**config.mk**
```make
export PLATFORM = sky130hd
export DESIGN_NAME = control_unit
export DESIGN_NICKNAME = d
export VERILOG_FILES = /design/src/rtl/cu_pkg.sv /design/src/rtl/cu_instr_decode.sv /design/src/rtl/control_unit.sv
export SDC_FILE = /design/constraint.sdc
export NUM_CORES = 1
export LEC_CHECK = 0
export CAP_MARGIN = 30
export CORE_MARGIN = 1
export CORE_UTILIZATION = 45
export DETAILED_ROUTE_END_ITERATION = 6
export MAX_ROUTING_LAYER = met4
export PLACE_DENSITY = 0.8
export SETUP_SLACK_MARGIN = 0.1
export SKIP_CTS_REPAIR_TIMING = 1
export SYNTH_ARGS = -nofsm -noshare
export SYNTH_HDL_FRONTEND = slang
export SYNTH_HIERARCHICAL = 1
export SYNTH_SLANG_ARGS = --single-unit
```
**constraint.sdc**
```tcl
create_clock -name Clock -period 2.15 [get_ports Clock]
set_clock_uncertainty 0.2 [all_clocks]
set_input_delay 0.215 -clock Clock [delete_from_list [all_inputs] [get_ports Clock]]
set_output_delay 0.215 -clock Clock [all_outputs]
set_load 0.005 [all_outputs]
```
**src/rtl/cu_pkg.sv**
```systemverilog
// Shared types and constants for the 16-bit processor control unit.
// Covers the state encodings, opcodes, ALU selects and the control-word layout.
package cu_pkg;

   typedef enum logic [3:0] {
      S_INIT   = 4'd0,
      S_FETCH  = 4'd1,
      S_DECODE = 4'd2,
      S_NOOP   = 4'd3,
      S_LOADA  = 4'd4,
      S_LOADB  = 4'd5,
      S_STORE  = 4'd6,
      S_ADD    = 4'd7,
      S_SUB    = 4'd8,
      S_HALT   = 4'd9
   } state_t;

   localparam logic [3:0] OP_NOOP  = 4'h0;
   localparam logic [3:0] OP_STORE = 4'h1;
   localparam logic [3:0] OP_LOAD  = 4'h2;
   localparam logic [3:0] OP_ADD   = 4'h3;
   localparam logic [3:0] OP_SUB   = 4'h4;
   localparam logic [3:0] OP_HALT  = 4'h5;

   localparam logic [2:0] ALU_PASS = 3'b000;
   localparam logic [2:0] ALU_ADD  = 3'b001;
   localparam logic [2:0] ALU_SUB  = 3'b010;

   typedef struct packed {
      logic       pc_clr;
      logic       pc_up;
      logic       ir_ld;
      logic [7:0] d_addr;
      logic       d_wr;
      logic       rf_s;
      logic [3:0] w_addr;
      logic       w_en;
      logic [3:0] ra_addr;
      logic [3:0] rb_addr;
      logic [2:0] alu_s;
   } ctrl_t;

   // All strobes inactive, all addresses zero.
   function automatic ctrl_t ctrl_idle();
      ctrl_t c;
      c.pc_clr  = 1'b0;
      c.pc_up   = 1'b0;
      c.ir_ld   = 1'b0;
      c.d_addr  = 8'h00;
      c.d_wr    = 1'b0;
      c.rf_s    = 1'b0;
      c.w_addr  = 4'h0;
      c.w_en    = 1'b0;
      c.ra_addr = 4'h0;
      c.rb_addr = 4'h0;
      c.alu_s   = ALU_PASS;
      return c;
   endfunction

endpackage

```
**src/rtl/cu_instr_decode.sv**
```systemverilog
// Combinational field split of the registered instruction word.
// Feeds both next-state selection and output generation in the control unit.
module cu_instr_decode
   import cu_pkg::*;
(
   input  logic [15:0] ir,
   output logic [3:0]  opcode,
   output logic [3:0]  rd,
   output logic [3:0]  rs_a,
   output logic [3:0]  rs_b,
   output logic [7:0]  addr
);

   assign opcode = ir[15:12];
   assign rd     = ir[11:8];
   assign rs_a   = ir[7:4];
   assign rs_b   = ir[3:0];
   assign addr   = ir[7:0];

endmodule

```
**src/rtl/control_unit.sv**
```systemverilog
// Moore FSM sequencing fetch/decode/execute for the 16-bit processor.
// Optional CU_SINGLE_STEP_EN adds a Step input that gates the Fetch state.
module control_unit
   import cu_pkg::*;
(
   input  logic        Clock,
   input  logic        ResetN,
   input  logic [15:0] IR,
`ifdef CU_SINGLE_STEP_EN
   input  logic        Step,
`endif
   output logic        PC_clr,
   output logic        PC_up,
   output logic        IR_ld,
   output logic [7:0]  D_addr,
   output logic        D_wr,
   output logic        RF_s,
   output logic [3:0]  RF_W_addr,
   output logic        RF_W_en,
   output logic [3:0]  RF_Ra_addr,
   output logic [3:0]  RF_Rb_addr,
   output logic [2:0]  ALU_s0,
   output logic [3:0]  OutState
);

   state_t     state_r;
   state_t     next_state_s;
   ctrl_t      ctrl_s;
   ctrl_t      ctrl_r;
   logic       fetch_go_s;
   logic [3:0] opcode_s;
   logic [3:0] rd_s;
   logic [3:0] rs_a_s;
   logic [3:0] rs_b_s;
   logic [7:0] addr_s;

   cu_instr_decode u_decode (
      .ir     (IR),
      .opcode (opcode_s),
      .rd     (rd_s),
      .rs_a   (rs_a_s),
      .rs_b   (rs_b_s),
      .addr   (addr_s)
   );

`ifdef CU_SINGLE_STEP_EN
   assign fetch_go_s = Step;
`else
   assign fetch_go_s = 1'b1;
`endif

   // Next-state selection; Decode dispatches on the registered opcode.
   always_comb begin
      next_state_s = S_INIT;
      case (state_r)
         S_INIT:   next_state_s = S_FETCH;
         S_FETCH: begin
            if (fetch_go_s) begin
               next_state_s = S_DECODE;
            end else begin
               next_state_s = S_FETCH;
            end
         end
         S_DECODE: begin
            case (opcode_s)
               OP_STORE: next_state_s = S_STORE;
               OP_LOAD:  next_state_s = S_LOADA;
               OP_ADD:   next_state_s = S_ADD;
               OP_SUB:   next_state_s = S_SUB;
               OP_HALT:  next_state_s = S_HALT;
               default:  next_state_s = S_NOOP;
            endcase
         end
         S_NOOP:   next_state_s = S_FETCH;
         S_LOADA:  next_state_s = S_LOADB;
         S_LOADB:  next_state_s = S_FETCH;
         S_STORE:  next_state_s = S_FETCH;
         S_ADD:    next_state_s = S_FETCH;
         S_SUB:    next_state_s = S_FETCH;
         S_HALT:   next_state_s = S_HALT;
         default:  next_state_s = S_INIT;
      endcase
   end

   // Control word for the state being entered, so outputs register alongside state.
   always_comb begin
      ctrl_s = ctrl_idle();
      case (next_state_s)
         S_INIT:  ctrl_s.pc_clr = 1'b1;
         S_FETCH: begin
            ctrl_s.ir_ld = 1'b1;
            ctrl_s.pc_up = 1'b1;
         end
         S_LOADA: begin
            ctrl_s.d_addr = addr_s;
            ctrl_s.rf_s   = 1'b1;
            ctrl_s.w_addr = rd_s;
         end
         S_LOADB: begin
            ctrl_s.d_addr = addr_s;
            ctrl_s.rf_s   = 1'b1;
            ctrl_s.w_addr = rd_s;
            ctrl_s.w_en   = 1'b1;
         end
         S_STORE: begin
            ctrl_s.d_addr  = addr_s;
            ctrl_s.ra_addr = rd_s;
            ctrl_s.d_wr    = 1'b1;
         end
         S_ADD: begin
            ctrl_s.ra_addr = rs_a_s;
            ctrl_s.rb_addr = rs_b_s;
            ctrl_s.w_addr  = rd_s;
            ctrl_s.alu_s   = ALU_ADD;
            ctrl_s.w_en    = 1'b1;
         end
         S_SUB: begin
            ctrl_s.ra_addr = rs_a_s;
            ctrl_s.rb_addr = rs_b_s;
            ctrl_s.w_addr  = rd_s;
            ctrl_s.alu_s   = ALU_SUB;
            ctrl_s.w_en    = 1'b1;
         end
         default: ctrl_s = ctrl_idle();
      endcase
   end

   // State and control-word registers; async reset kills write strobes at once.
   always_ff @(posedge Clock or negedge ResetN) begin
      if (!ResetN) begin
         state_r       <= S_INIT;
         ctrl_r        <= ctrl_idle();
         ctrl_r.pc_clr <= 1'b1;
      end else begin
         state_r <= next_state_s;
         ctrl_r  <= ctrl_s;
      end
   end

`ifdef CU_SINGLE_STEP_EN
   assign IR_ld = ctrl_r.ir_ld & Step;
   assign PC_up = ctrl_r.pc_up & Step;
`else
   assign IR_ld = ctrl_r.ir_ld;
   assign PC_up = ctrl_r.pc_up;
`endif

   assign PC_clr     = ctrl_r.pc_clr;
   assign D_addr     = ctrl_r.d_addr;
   assign D_wr       = ctrl_r.d_wr;
   assign RF_s       = ctrl_r.rf_s;
   assign RF_W_addr  = ctrl_r.w_addr;
   assign RF_W_en    = ctrl_r.w_en;
   assign RF_Ra_addr = ctrl_r.ra_addr;
   assign RF_Rb_addr = ctrl_r.rb_addr;
   assign ALU_s0     = ctrl_r.alu_s;
   assign OutState   = state_r;

endmodule

```
==> results of run 1 <==
## power by group
| part | total, mW | leakage (nW) | internal [mW] | switching (mW) |
|---|---|---|---|---|
| logic | 0.645 | 0.407 | 0.383 | 0.263 |
| clock network | 0.385 | 0.0375 | 0.191 | 0.194 |
| registers | 0.702 | 0.419 | 0.648 | 0.0542 |
## worst max-delay path: cells and delay by family (launching register included)
| kind | cells | cell delay [ns] |
|---|---|---|
| AOI/OAI and AO/OA | 2 | 0.56 |
| and+or+nand+nor | 2 | 0.64 |
| DFF | 1 | 0.46 |
## cells by family after synthesis
family	share of synthesized area
xor+xnor	0.00592
other cells	0.00253
buf+inv	0.154
compound gates	0.118
flops	0.525
simple gates	0.195
## cell usage in the layout (no fill, tap or decap), types with 3 or more instances in the layout
cell type                         count
sky130_fd_sc_hd__a22o_1               4
sky130_fd_sc_hd__clkbuf_4             5
sky130_fd_sc_hd__nor3b_1              4
sky130_fd_sc_hd__and2_1              13
sky130_fd_sc_hd__dfrtp_1             28
sky130_fd_sc_hd__nor4b_1              3
sky130_fd_sc_hd__buf_4               11
sky130_fd_sc_hd__nor2_1               4
sky130_fd_sc_hd__clkdlybuf4s50_1     49
## per-layer routing
| layer | vias up | GRT usage |
|---|---|---|
| li1 | 461 | - |
| met1 | 458 | 0.246 |
| met2 | 37 | 0.284 |
| met3 | 6 | 0.0306 |
| met4 | 0 | 0.112 |
| met5 | - | - |
## metrics by stage
step,total power [mW],utilization,hold slack [ns],setup slack (ns)
after floorplan,1.08,-,-0.281,0.220
after global placement,1.28,0.607,0.369,0.0695
after detailed placement,1.30,0.607,0.377,-0.0409
after CTS,1.69,0.631,0.0719,0.131
after global routing,1.84,0.639,0.0982,0.0955
final,1.73,0.639,0.0644,0.166
## Yosys cell counts, drive strengths merged, types with 2 or more instances
| library cell | count |
|---|---|
| nand3b | 2 |
| nor3b | 5 |
| or2 | 3 |
| a31oi | 2 |
| and2 | 13 |
| o21ai | 2 |
| a22o | 4 |
| o21a | 2 |
| or4b | 2 |
| a21oi | 3 |
| buf | 29 |
| nor2 | 4 |
| dfrtp | 30 |
| nor4b | 4 |
## cell type report
| class | instances | area (um^2) | share of cell area |
|---|---|---|---|
| sequential | 31 | 779 | 0.396 |
| timing repair buffer | 60 | 573 | 0.291 |
| multi-input combinational | 59 | 484 | 0.246 |
| clock buffer | 7 | 65.1 | 0.0331 |
| tap | 44 | 55.1 | 0.0280 |
| clock inverter | 1 | 7.51 | 0.00381 |
| inverter | 1 | 3.75 | 0.00191 |
## flip-flops by register name, summed over array words and instances, names as in the netlist
register / flops
D_addr: 8
OutState: 4
RF_Ra_addr: 4
RF_Rb_addr: 4
RF_W_addr: 4
ALU_s0: 2
D_wr: 1
IR_ld: 1
PC_clr: 1
RF_W_en: 1
RF_s: 1
## worst max path at each step
stage                          endpoint  cells after the start         from
after floorplan            RF_W_addr[0]                      5  OutState[3]
after global placement    RF_Ra_addr[1]                      5       IR[13]
after detailed placement      D_addr[1]                      5       IR[13]
after CTS                 RF_Rb_addr[1]                      5  OutState[0]
after global routing       RF_W_addr[0]                      4  OutState[0]
final                      RF_W_addr[0]                      4  OutState[0]
==> metrics.csv, run 1 <==
stage,metric,value,unit
global_route,pin count of the biggest net entering global routing,32,
worst_setup_path,R2R Path End,RF_W_addr[0],
cts,CTS tree,yes,
routing,uppermost signal routing layer after detailed routing,met4,
yosys,Unique masters post-synth,37,
die,Initial Util,0.481,
place,placed wire-length estimate after detailed placement,2200,um
routing,met2 wire len,1460,um
timing,normalized max-slew margin,0.619,
cts,Bufs on Longest Clock Path,2,
routing,initial drt markers,9,
cts,H-tree level count,2,
worst_setup_path,top fanout value on the critical path,6,
worst_setup_path,kind of critical path,register to register,
routing,routed metal-1 wirelength,1220,um
finish,Layout Area Growth over Synthesis,33.0,%
finish,fill cell instance count of the final layout,237,
routing,wire length reported by the detailed router,2870,um
worst_setup_path,startpoint of the worst-slack reg-to-reg timing path,OutState[0],
finish,layout cell share with drive strength beyond 1,0.214,
die,number of standard-cell rows in the floorplan,20,
global_route,number of antenna violations at the first check in global routing,0,
cts,CTS buffer count,5,
yosys,number of enable flip-flop cells after synthesis,0,
cts,master cell of the clock root buffer,sky130_fd_sc_hd__clkbuf_4,
worst_setup_path,worst endpoint data arrival time,1.98,ns
place,final weighted congestion in routability-driven placement,0.813,
timing,shortest clock period the worst path allows after layout,1.98,ns
routing,Remaining DRCs,0,
timing,final hold violation count,0,
cts,Worst-path clk slew,0.10,ns
place,count of input and output buffers,49,
power,Pwr per Cell Area,880,mW/mm^2
hold_path,Tightest Hold Check Type,primary input to async pin,
worst_setup_path,sort of element at the start of the critical path,register,
finish,"count of placed standard cells in the final layout, fillers left out",203,
worst_setup_path,reg2reg setup slack,0.17,ns
timing,pin slew with the least headroom to its limit,0.563,ns
worst_setup_path,Worst R2R Path Depth,4,
timing,final number of max-transition violations,0,
place,cell count after placement,193,
die,Die Width,59.4,um
timing,setup repair after global routing missed its margin,false,
global_route,GRT Residual Overflow,0,
timing,sum of negative setup slack,0,ns
routing,detailed-router iteration count before antenna repair,4,
finish,antenna diode instance count,0,
routing,post-detailed-route wirelength per cell,14.1,um
yosys,asr flop ratio synth,1.00,
yosys,cell accounting for the most synthesized area,sky130_fd_sc_hd__dfrtp_1,
yosys,number of cells produced by synthesis,121,
yosys,commonest register cell after synthesis,sky130_fd_sc_hd__dfrtp_1,
timing,final worst path period share,0.923,
die,CORE AREA,0.00308,mm^2
routing,met3 wirelength from detailed routing,125,um
run_status,status,"finished, final reports clean",
yosys,sequential share of the synthesized area,0.525,
timing,maximum clock rate,504,MHz
cts,clock latency at the later pin of the worst-skew pair,0.32,ns
global_route,first-pass GRT wire length,4650,um
worst_setup_path,element type at the critical path end,register,
yosys,area fraction of the dominant cell type after synthesis,0.507,
die,top-level I/O count,51,
yosys,post-synthesis average cell area,12.2,um^2
power,Pleak,0.863,nW
routing,detail-routed via count per cell,4.74,
power,Max VDD drop,492,uV
worst_setup_path,series of cell instances along the critical path,"or4b_4, o31ai_4, a21boi_4, nor3b_1",
global_route,number of global-route vias before repair,982,
finish,Final Instance Area,0.00197,mm^2
place,placement-stage cell area,0.00187,mm^2
routing,vias post-DR,962,
global_route,GRT Resource Usage Total,0.191,
yosys,Post-Syn Nets,139,
timing,"Setup violations, final",0,
die,DIE HEIGHT,59.4,um
finish,"Net count, final",176,
worst_setup_path,"Largest stage delay, worst path",0.56,ns
routing,post-detailed-route count of antenna-violating nets,0,
worst_setup_path,cell at the slowest stage of the critical path,sky130_fd_sc_hd__or4b_4,
run,max_cap viols,0,
yosys,number of flip-flops and latches in the synthesized netlist,31,
worst_setup_path,"Req. time, crit path",2.14,ns
yosys,Yosys warning total,6,
yosys,cell area after synthesis,0.00148,mm^2
cts,number of sinks driven by the clock tree,31,
die,area of the die,0.00352,mm^2
yosys,largest cells by area after synthesis,"sky130_fd_sc_hd__dfrtp_1 (51%), sky130_fd_sc_hd__buf_4 (14%), sky130_fd_sc_hd__and2_1 (5.5%)",
No activity file was read; power rests on OpenSTA's default activity.
==> run 2: changes to the inputs <==
--- a/config.mk
+++ b/config.mk
@@ -11,6 +11,7 @@
 export DETAILED_ROUTE_END_ITERATION = 6
 export MAX_ROUTING_LAYER = met4
 export PLACE_DENSITY = 0.8
+export REMOVE_ABC_BUFFERS = 1
 export SETUP_SLACK_MARGIN = 0.1
 export SKIP_CTS_REPAIR_TIMING = 1
 export SYNTH_ARGS = -nofsm -noshare
==> metrics.csv, run 2 (synthesized netlist as in run 1, its figures left out) <==
stage,metric,value,unit,change
die,DIE HEIGHT,59.4,um,unchanged
cts,number of sinks driven by the clock tree,31,,unchanged
die,Initial Util,0.481,,unchanged
worst_setup_path,critical path's top delay family,simple AND/OR/NAND/NOR gates,,
die,top-level I/O count,51,,unchanged
worst_setup_path,element type at the critical path end,register,,
timing,least setup slack across all paths after layout,0.175,ns,+0.00933 ns
global_route,GRT Resource Usage Total,0.178,,-0.0130
timing,final worst path period share,0.918,,-0.00434
finish,"Net count, final",173,,-1.7%
die,number of standard-cell rows in the floorplan,20,,unchanged
timing,pin slew with the least headroom to its limit,0.597,ns,+0.0338 ns
routing,detail-routed via count per cell,4.83,,+1.8%
cts,master cell of the clock root buffer,sky130_fd_sc_hd__clkbuf_4,,
global_route,number of antenna violations at the first check in global routing,0,,unchanged
finish,Layout Area Growth over Synthesis,32.4,%,
finish,layout cell share with drive strength beyond 1,0.199,,-0.0151
place,placement-stage cell area,0.00186,mm^2,-0.40%
worst_setup_path,kind of critical path,register to register,,
worst_setup_path,"Largest stage delay, worst path",0.52,ns,-0.04 ns
routing,detailed-router iteration count before antenna repair,4,,unchanged
routing,vias post-DR,965,,+0.31%
routing,met2 wire len,1340,um,-8.3%
power,Max VDD drop,377,uV,-23%
global_route,pin count of the biggest net entering global routing,32,,unchanged
place,placed wire-length estimate after detailed placement,2130,um,-3.0%
timing,maximum clock rate,506,MHz,+0.47%
global_route,number of global-route vias before repair,930,,-5.3%
routing,met3 wirelength from detailed routing,266,um,+110%
power,Pwr per Cell Area,898,mW/mm^2,+2.1%
cts,CTS tree,yes,,
worst_setup_path,top fanout value on the critical path,8,,+2
place,worst-case setup slack after placement,-0.0814,ns,-0.0405 ns
timing,final hold violation count,0,,unchanged
cts,Bufs on Longest Clock Path,2,,unchanged
finish,number of flip-flops in the largest register,8,,unchanged
timing,"Setup violations, final",0,,unchanged
worst_setup_path,series of cell instances along the critical path,"or4b_4, o31ai_4, a21boi_4, nor3b_1",,
finish,"leading cell type in the layout, fill and taps excluded",sky130_fd_sc_hd__clkdlybuf4s50_1,,
die,CORE AREA,0.00308,mm^2,unchanged
cts,CTS buffer count,5,,unchanged
cts,clock latency at the later pin of the worst-skew pair,0.33,ns,about the same
worst_setup_path,buffers plus inverters on the worst setup path,0,,unchanged
timing,shortest clock period the worst path allows after layout,1.97,ns,-0.00933 ns
global_route,first-pass GRT wire length,4310,um,-7.4%
worst_setup_path,sort of element at the start of the critical path,register,,
run_status,status,"finished, final reports clean",,
routing,post-detailed-route wirelength per cell,14.4,um,+1.5%
run,max_cap viols,0,,unchanged
die,Die Width,59.4,um,unchanged
finish,Final Instance Area,0.00196,mm^2,-0.45%
routing,wire length reported by the detailed router,2870,um,about the same
worst_setup_path,"Req. time, crit path",2.16,ns,+0.02 ns
place,count of input and output buffers,49,,unchanged
routing,routed metal-1 wirelength,1220,um,-0.33%
timing,setup repair after global routing missed its margin,false,,
finish,antenna diode instance count,0,,unchanged
routing,initial drt markers,20,,+11
worst_setup_path,cell at the slowest stage of the critical path,sky130_fd_sc_hd__or4b_4,,
routing,Remaining DRCs,0,,unchanged
finish,"commonest non-fill, non-tap cells in the layout","sky130_fd_sc_hd__clkdlybuf4s50_1 (49), sky130_fd_sc_hd__dfrtp_1 (28), sky130_fd_sc_hd__and2_1 (13), sky130_fd_sc_hd__buf_4 (8), sky130_fd_sc_hd__clkbuf_4 (5)",,
hold_path,Tightest Hold Check Type,primary input to async pin,,
worst_setup_path,worst endpoint data arrival time,1.99,ns,about the same
routing,post-detailed-route count of antenna-violating nets,0,,unchanged
timing,final number of max-transition violations,0,,unchanged
global_route,GRT Residual Overflow,0,,unchanged
place,final weighted congestion in routability-driven placement,0.864,,+6.2%
power,Pleak,0.859,nW,-0.43%
timing,normalized max-slew margin,0.596,,-0.0229
routing,uppermost signal routing layer after detailed routing,met4,,
die,area of the die,0.00352,mm^2,unchanged
cts,H-tree level count,2,,unchanged
cts,Worst-path clk slew,0.09,ns,about the same
run 2: worst register-to-register path, delay by kind of cell (launching register included):
| kind | cells | cell delay, ns |
|---|---|---|
| AOI/OAI and AO/OA | 2 | 0.58 |
| and+or+nand+nor | 2 | 0.60 |
| DFF | 1 | 0.49 |
run 2: path summary, 6_finish.rpt:
path	start	slack [ns]	cells after the start	end
hold / removal	ResetN	0.07	2	RF_Rb_addr[1]
max in group asynchronous	ResetN	1.36	2	PC_clr
setup reg to reg	OutState[2]	0.18	4	RF_W_addr[3]
min in group Clock	IR[2]	0.27	2	D_addr[2]
setup / recovery	OutState[2]	0.18	4	RF_W_addr[3]
hold reg to reg	OutState[3]	0.35	1	PC_clr
run 2: stage by stage:
stage,power (mW),instances,setup TNS (ns),hold slack [ns],util
after floorplan,1.01,91,0,-0.281,-
after global placement,1.27,192,0,0.319,0.605
after detailed placement,1.29,192,-0.733,0.336,0.605
after CTS,1.76,200,0,0.0716,0.633
after global routing,1.86,200,0,0.0737,0.637
final,1.76,200,0,0.0673,0.637
run 2: metal layers:
layer,GRT usage,up-vias
met5,-,-
li1,-,451
met4,0.0816,0
met1,0.199,460
met3,0.0699,5
met2,0.279,49
run 2: final cells by class:
type	count	area (um^2)
inverter	1	3.75
fill	247	1120
clock buffer	6	51.3
timing repair buffer	57	551
clock inverter	2	35.0
multi-input combinational	59	484
sequential	31	779
tap	44	55.1
run 2: where the power goes:
group          total, mW  internal (mW)  leakage [nW]  switching [mW]
Sequential         0.704          0.648         0.418          0.0560
Clock              0.466          0.275        0.0482           0.192
Combinational      0.590          0.338         0.393           0.252
